## config.mk

```make
export PLATFORM = sky130hd
export DESIGN_NAME = seg7_scan_driver
export DESIGN_NICKNAME = d
export VERILOG_FILES = /design/src/rtl/seg7_scan_driver.sv
export SDC_FILE = /design/constraint.sdc
export NUM_CORES = 1
export LEC_CHECK = 0
export ABC_AREA = 1
export CAP_MARGIN = 20
export CORE_MARGIN = 2
export CORE_UTILIZATION = 53
export CTS_CLUSTER_DIAMETER = 100
export CTS_CLUSTER_SIZE = 25
export DETAILED_ROUTE_END_ITERATION = 8
export PLACE_DENSITY = 0.79
export SETUP_SLACK_MARGIN = 0.2
export SLEW_MARGIN = 20
export SYNTH_ARGS = -nofsm -noshare
export SYNTH_HDL_FRONTEND = slang
export SYNTH_SLANG_ARGS = --single-unit
```

## constraint.sdc

```tcl
create_clock -name CLK -period 3.5 [get_ports CLK]
set_input_delay 0.7 -clock CLK [delete_from_list [all_inputs] [get_ports CLK]]
set_output_delay 0.7 -clock CLK [all_outputs]
set_load 0.03 [all_outputs]
```

## src/rtl/seg7_scan_driver.sv

```systemverilog
// Time-multiplexed driver for a 7-digit common-anode seven-segment display.
// Each digit slot starts dark for BLANK cycles, then lights under 16-step PWM dimming.
module seg7_scan_driver #(
    parameter int DIV   = 50000,
    parameter int BLANK = 500
) (
    input  logic        CLK,
    input  logic        RESET,
    input  logic        ENABLE,
    input  logic [55:0] SEG_IN,
    input  logic [3:0]  BRIGHT,
    output logic [7:0]  SEG_OUT,
    output logic [6:0]  DIG_SEL,
    output logic        FRAME_TICK
);

    localparam int SW = (DIV > 2) ? $clog2(DIV) : 1;

    localparam logic [1:0] ST_IDLE  = 2'd0;
    localparam logic [1:0] ST_BLANK = 2'd1;
    localparam logic [1:0] ST_ON    = 2'd2;

    // With no blanking interval a slot begins directly in the lit phase.
    localparam logic [1:0]    ST_START  = (BLANK == 0) ? ST_ON : ST_BLANK;
    localparam logic [SW-1:0] SLOT_LAST = SW'(DIV - 1);
    localparam logic [SW-1:0] BLANK_END = SW'(BLANK);
    localparam logic [2:0]    IDX_LAST  = 3'd6;

    logic [1:0]    state;
    logic [SW-1:0] slot;
    logic [SW-1:0] slot_inc;
    logic [2:0]    idx;
    logic [3:0]    pwm;
    logic [55:0]   snap;
    logic          lit;

    assign slot_inc = slot + 1'b1;
    assign lit      = (state == ST_ON) && (pwm <= BRIGHT);

    // Outputs are registered from the current state, so they trail it by one cycle.
    always_ff @(posedge CLK or posedge RESET) begin
        if (RESET) begin
            SEG_OUT <= 8'hFF;
            DIG_SEL <= 7'h7F;
        end else if (lit) begin
            SEG_OUT <= ~snap[{idx, 3'b000} +: 8];
            DIG_SEL <= ~(7'b000_0001 << idx);
        end else begin
            SEG_OUT <= 8'hFF;
            DIG_SEL <= 7'h7F;
        end
    end

    // Scan sequencer; dropping ENABLE wins over any slot advance or frame wrap.
    always_ff @(posedge CLK or posedge RESET) begin
        if (RESET) begin
            state      <= ST_IDLE;
            slot       <= '0;
            idx        <= '0;
            pwm        <= '0;
            snap       <= '0;
            FRAME_TICK <= 1'b0;
        end else begin
            FRAME_TICK <= 1'b0;
            if (!ENABLE) begin
                state <= ST_IDLE;
                slot  <= '0;
                idx   <= '0;
                pwm   <= '0;
            end else begin
                case (state)
                    ST_IDLE: begin
                        state <= ST_START;
                        slot  <= '0;
                        idx   <= '0;
                        pwm   <= '0;
                        snap  <= SEG_IN;
                    end
                    ST_BLANK: begin
                        slot <= slot_inc;
                        if (slot_inc == BLANK_END) begin
                            state <= ST_ON;
                        end
                    end
                    ST_ON: begin
                        if (slot == SLOT_LAST) begin
                            state <= ST_START;
                            slot  <= '0;
                            pwm   <= '0;
                            if (idx == IDX_LAST) begin
                                idx        <= '0;
                                snap       <= SEG_IN;
                                FRAME_TICK <= 1'b1;
                            end else begin
                                idx <= idx + 1'b1;
                            end
                        end else begin
                            slot <= slot_inc;
                            pwm  <= pwm + 1'b1;
                        end
                    end
                    default: begin
                        state <= ST_IDLE;
                        slot  <= '0;
                        idx   <= '0;
                        pwm   <= '0;
                    end
                endcase
            end
        end
    end

endmodule
```

After elaboration in Yosys (flattened, before gate mapping):

Index checks and enable logic that the tools add are counted.

* bits in registers: 97
* latch bits: 0
* memory bits (writable): 0
* ROM bits: 0
* input bits: 63
* memories: 0

* $add $sub $neg: 3
* multiply operators: 0
* divide/modulo/power cells: 0
* order comparisons: 1
* equality and inequality tests: 10
* shift operators: 2
* multiplexer cells: 23
* bitwise operators: 2
* reduce and logical (&&, ||, !) cells: 6

Operators by type and width (count)
* $mux 56: 2
* $pmux 56 s2: 1
* $shiftx 56x7->8: 1
* $mux 16: 2
* $pmux 16 s2: 1
* $add 16x1->16 const B: 1
* $eq 16x16->1 const B: 1
* $eq 16x9->1 const B: 1
* $mux 3: 3
* $mux 4: 2
* $mux 8: 1
* $not 8->8: 1
* $pmux 4 s2: 1
* $mux 7: 1
* $not 7->7: 1
* $shl 1x3->7 const A: 1
* $mux 2: 3
* $pmux 2 s3: 1
* $pmux 3 s2: 1
* $add 4x1->4 const B: 1
* $le 4x4->1: 1
* $mux 1: 4
* $ne 2x1->1 const B: 2
* $reduce_and 2->1: 2
* 11 further kinds: 11

Longest topological paths before layout:

* depth in word-level cells: 5
* gate-level depth with buffers: 13
* depth with buffers taken out: 13

Worst setup path after synthesis:

OpenSTA, ideal clock, no wires.

* path kind: input port to flip-flop
* from: input BRIGHT[3]
* to: register SEG_OUT[6]
* library setup time: 0.080 ns
* data arrival time: 1.979 ns
* path slack: 1.441 ns
* stages: 10
* cells stage by stage: inv_1 -> ha_1 -> a21oi_1 -> o211ai_1 -> o21ai_0 -> nand2_1 -> nor2_1 -> inv_1 -> nor3_1 -> nor2_1

* word-level cells in the longest chain between the ends: 3

Ends and longest elaborated chain
* from (decl): line 11 `input logic [3:0] BRIGHT,`
* $le 4x4->1: line 38 `assign lit = (state == ST_ON) && (pwm <= BRIGHT);`
* $logic_and 1x1->1: line 38
* $mux 8: line 45 `end else if (lit) begin`
* to (signal assigned): line 46 `SEG_OUT <= ~snap[{idx, 3'b000} +: 8];`
* to (decl): line 12 `output logic [7:0] SEG_OUT,`

Every way passes these cells.
A chain may end at the register's enable or synchronous reset.

Final worst setup path:

Ends and elaborated chain as after synthesis.

==> impl_results.md <==
- Slowest stage delay, CP: 450 ps
- Synthesized area: 4670 um2
- Element type at the critical path start: input pin
- PwrDens: 629 nW/um2
- Final setup viols: 0
- Seq cells post-synth: 97
- Critical path endpoint category: register
- Postcts setup bufs: 0
- Final worst path period share: 72.2%
- Port Buf Inserts: 78
- Max-Cap Viols: 0
- Worst slew pin tran: 699 ps
- CP top delay family: simple AND/OR/NAND/NOR gates
- Fmax: 396 MHz
- Seq/Total Area, Yosys: 52.4%
- Critical Path RT: 3790 ps
- DP Worst Slack: 632 ps
- Slew HR: 53.3%
- Worst Path Arrival: 2820 ps
- Ys Warns: 0
- Routability Congestion: 0.921
- Critical Path Stages: 11
- Final HPWL DP: 7980 um
- Flop pwr share: 47.2%
- Hold Path Class: reg -> reg
- Placement Rows: 34
- Largest net degree at the start of global routing: 70
- Pins Over Slew Limit: 0
- Fin. Hold Viols: 0
- Switch Pwr: 1.33 mW
- Die X: 97.8 um
- Detail Route Antenna Nets: 0
- Cts hold-fix bufs: 0
- Ratio of cells with drive above 1 in the final layout: 7.73%
- Cell Area, Placed: 5520 um2
- CTS max path bufs: 2
- Static leakage: 2.66 nW
- Routed via count: 4020
- Synth top area cells: dfrtp_1, nand2_1, dfstp_2
- Top cell type's share of synthesized area: 44.0%
- Fillers: 741
- CTS tree: done
- Mapped Nets: 642
- Critical-path cell list: clkdlybuf4s50_1 > inv_1 > ha_1 > a21oi_1 > o211ai_1 > o21ai_0 > nand2_1 > nor2_1 > inv_1 > nor3_1 > nor2_1
- Top-level I/O count: 79
- Reg2Reg Setup Slack: 1260 ps
- Max IR drop VDD: 0.337 mV
- Area of the die: 9570 um2
- PnR worst setup slack: 972 ps
- Sum Neg Setup Slack: 0 ps
- Starting DRT DRC Count: 289
- Clock Sinks: 97
- DRT Pass-1 Iters: 5
- CTS clk-pin slew, worst paths: 90 ps
- Final Instance Area: 5710 um2
- Layout area overhead: 22.5%
- Die height: 97.8 um
- Post-route DRC: 0
- Hold Path Depth: 2
- Crit path launch: BRIGHT[3]
- Critical Path End: SEG_OUT[6]
- Worst Clk Skew: 12.7 ps
- Final wirelength: 10900 um
- PostCTS Resize Cnt: 0
- Min Tclk post-route: 2530 ps
- Global-route wire length before repair: 18200 um
- Register area: 2450 um2
- Cell count after synthesis: 568
- Routed WL per cell: 14.4 um
- Unrepaired setup endpoints after global routing: false
- Status: finished, final reports clean
- Clock share of power: 20.3%
- Power, Total: 3.59 mW
- Starting Density: 54.0%
- Highest-count cells in the layout ignoring fill and taps: nand2_1, dfrtp_1, clkdlybuf4s50_1
- Via density: 5.32
- Commonest non-fill, non-tap cell in the layout: nand2_1
- CTS HTree Levels: 3
- Multi-input logic area: 1900 um2
- Core Box Area: 8640 um2
- Yosys top cell by area: dfrtp_1
- Avg Cell Area, Syn: 8.21 um2
- Buffers & Inverters on Critical Path: 3
- Internal: 2.26 mW
- Net switching share of the total power: 37.2%
- R2R depth: 9
- Reg2reg start: slot[0]
- Synth cell types: 32
- Comb pwr share: 32.5%
- CP max FO: 7
- WS Path Type: in -> reg
- CTS root buf: clkbuf_8
- CP max stage cell: clkdlybuf4s50_1
- ANT cells: 0
- Worst-Skew Late Latency: 360 ps
- Initial antenna violation count: 0
- Total gr overflow: 0
- Vias in the first global route: 3860
- Worst R2R End: slot[6]
- GR Util All Layers: 23.5%
- Fin nets: 716
- Total CTS buffers: 9
stage by stage:
| stage | util [%] | hold WS, ps | cells |
|---|---|---|---|
| finish | 66.2 | 475 | 755 |
| global route | 66.2 | 497 | 755 |
| CTS | 66.2 | 479 | 755 |
| detailed placement | 63.9 | 454 | 739 |
| global placement | 63.9 | 449 | 739 |
| floorplan | - | 437 | 568 |
routing by layer:
layer | wire, um | part of all wire [%] | track usage (%) | up-vias
li1 | - | - | - | 1974
met1 | 5040 | 46 | 33.6 | 1908
met2 | 5140 | 47 | 36.4 | 119
met3 | 477 | 4.4 | 3.87 | 19
met4 | 217 | 2.0 | 8.87 | 0
met5 | 0 | 0 | 0 | -
sequential cells by signal, summed over array words and instances, names as in the netlist:
| name | cells |
|---|---|
| snap | 56 |
| slot | 16 |
| SEG_OUT | 8 |
| DIG_SEL | 7 |
| pwm | 4 |
| idx | 3 |
| state | 2 |
| FRAME_TICK | 1 |
power groups by stage:
| stage | Sequential, mW | Clock [mW] | Combinational, mW |
|---|---|---|---|
| 6_report | 1.69 | 0.729 | 1.17 |
| 5_1_grt | 1.74 | 0.780 | 1.32 |
| 4_1_cts | 1.69 | 0.734 | 1.17 |
| 3_5_place_dp | 1.71 | 0 | 1.16 |
| 3_3_place_gp | 1.70 | 0 | 1.12 |
| 2_1_floorplan | 1.71 | 0 | 0.796 |
how the worst min path moves through the flow:
stage	end	start
after floorplan	snap[13]	snap[13]
after global placement	snap[54]	snap[54]
after detailed placement	snap[54]	snap[54]
after CTS	snap[54]	snap[54]
after global routing	snap[28]	snap[28]
final	snap[53]	snap[53]
synthesized netlist by cell type:
library cell	instances
nand2_4	1
dfrtp_1	82
o31ai_1	1
dfstp_2	15
xnor2_1	1
a22oi_1	2
a211oi_1	5
nor2_1	70
inv_1	49
clkinv_1	1
or2_1	1
o211ai_1	1
nor2_2	6
o22ai_1	5
a21oi_1	20
nand2_2	3
buf_2	9
xor2_1	5
ha_1	11
nand2_1	168
nand3_2	1
buf_6	4
o21bai_1	3
nand3_1	59
o221ai_1	5
inv_4	1
o21ai_0	15
nand4_1	9
nor3_1	5
clkbuf_1	7
buf_4	1
o22a_1	2
worst register-to-register path, delay by kind of cell (launching register included):
kind	cells	cell delay (ps)
buf+inv	1	100
fa+ha+maj	1	260
simple gates	7	1320
flops	1	420
kinds of logic (layout without fill, tap and decap cells):
| logic type | Yosys count | after routing | synth area share (%) |
|---|---|---|---|
| and+or+nand+nor | 323 | 323 | 29.0 |
| DFF | 97 | 97 | 52.4 |
| buffers and inverters | 72 | 151 | 6.81 |
| AOI/OAI and AO/OA | 59 | 59 | 7.67 |
| adders and majority gates | 11 | 11 | 2.95 |
| xor gates and xnor gates | 6 | 6 | 1.13 |
cell type report:
| class | count | share of cell area [%] |
|---|---|---|
| flip-flops and latches | 97 | 42.8 |
| well taps | 108 | 2.36 |
| clock inverters | 6 | 1.18 |
| clock buffers | 10 | 2.23 |
| inverters | 51 | 3.42 |
| repair buffers | 84 | 14.7 |
| multi-input cells | 399 | 33.3 |
No activity file was read; power rests on OpenSTA's default activity.
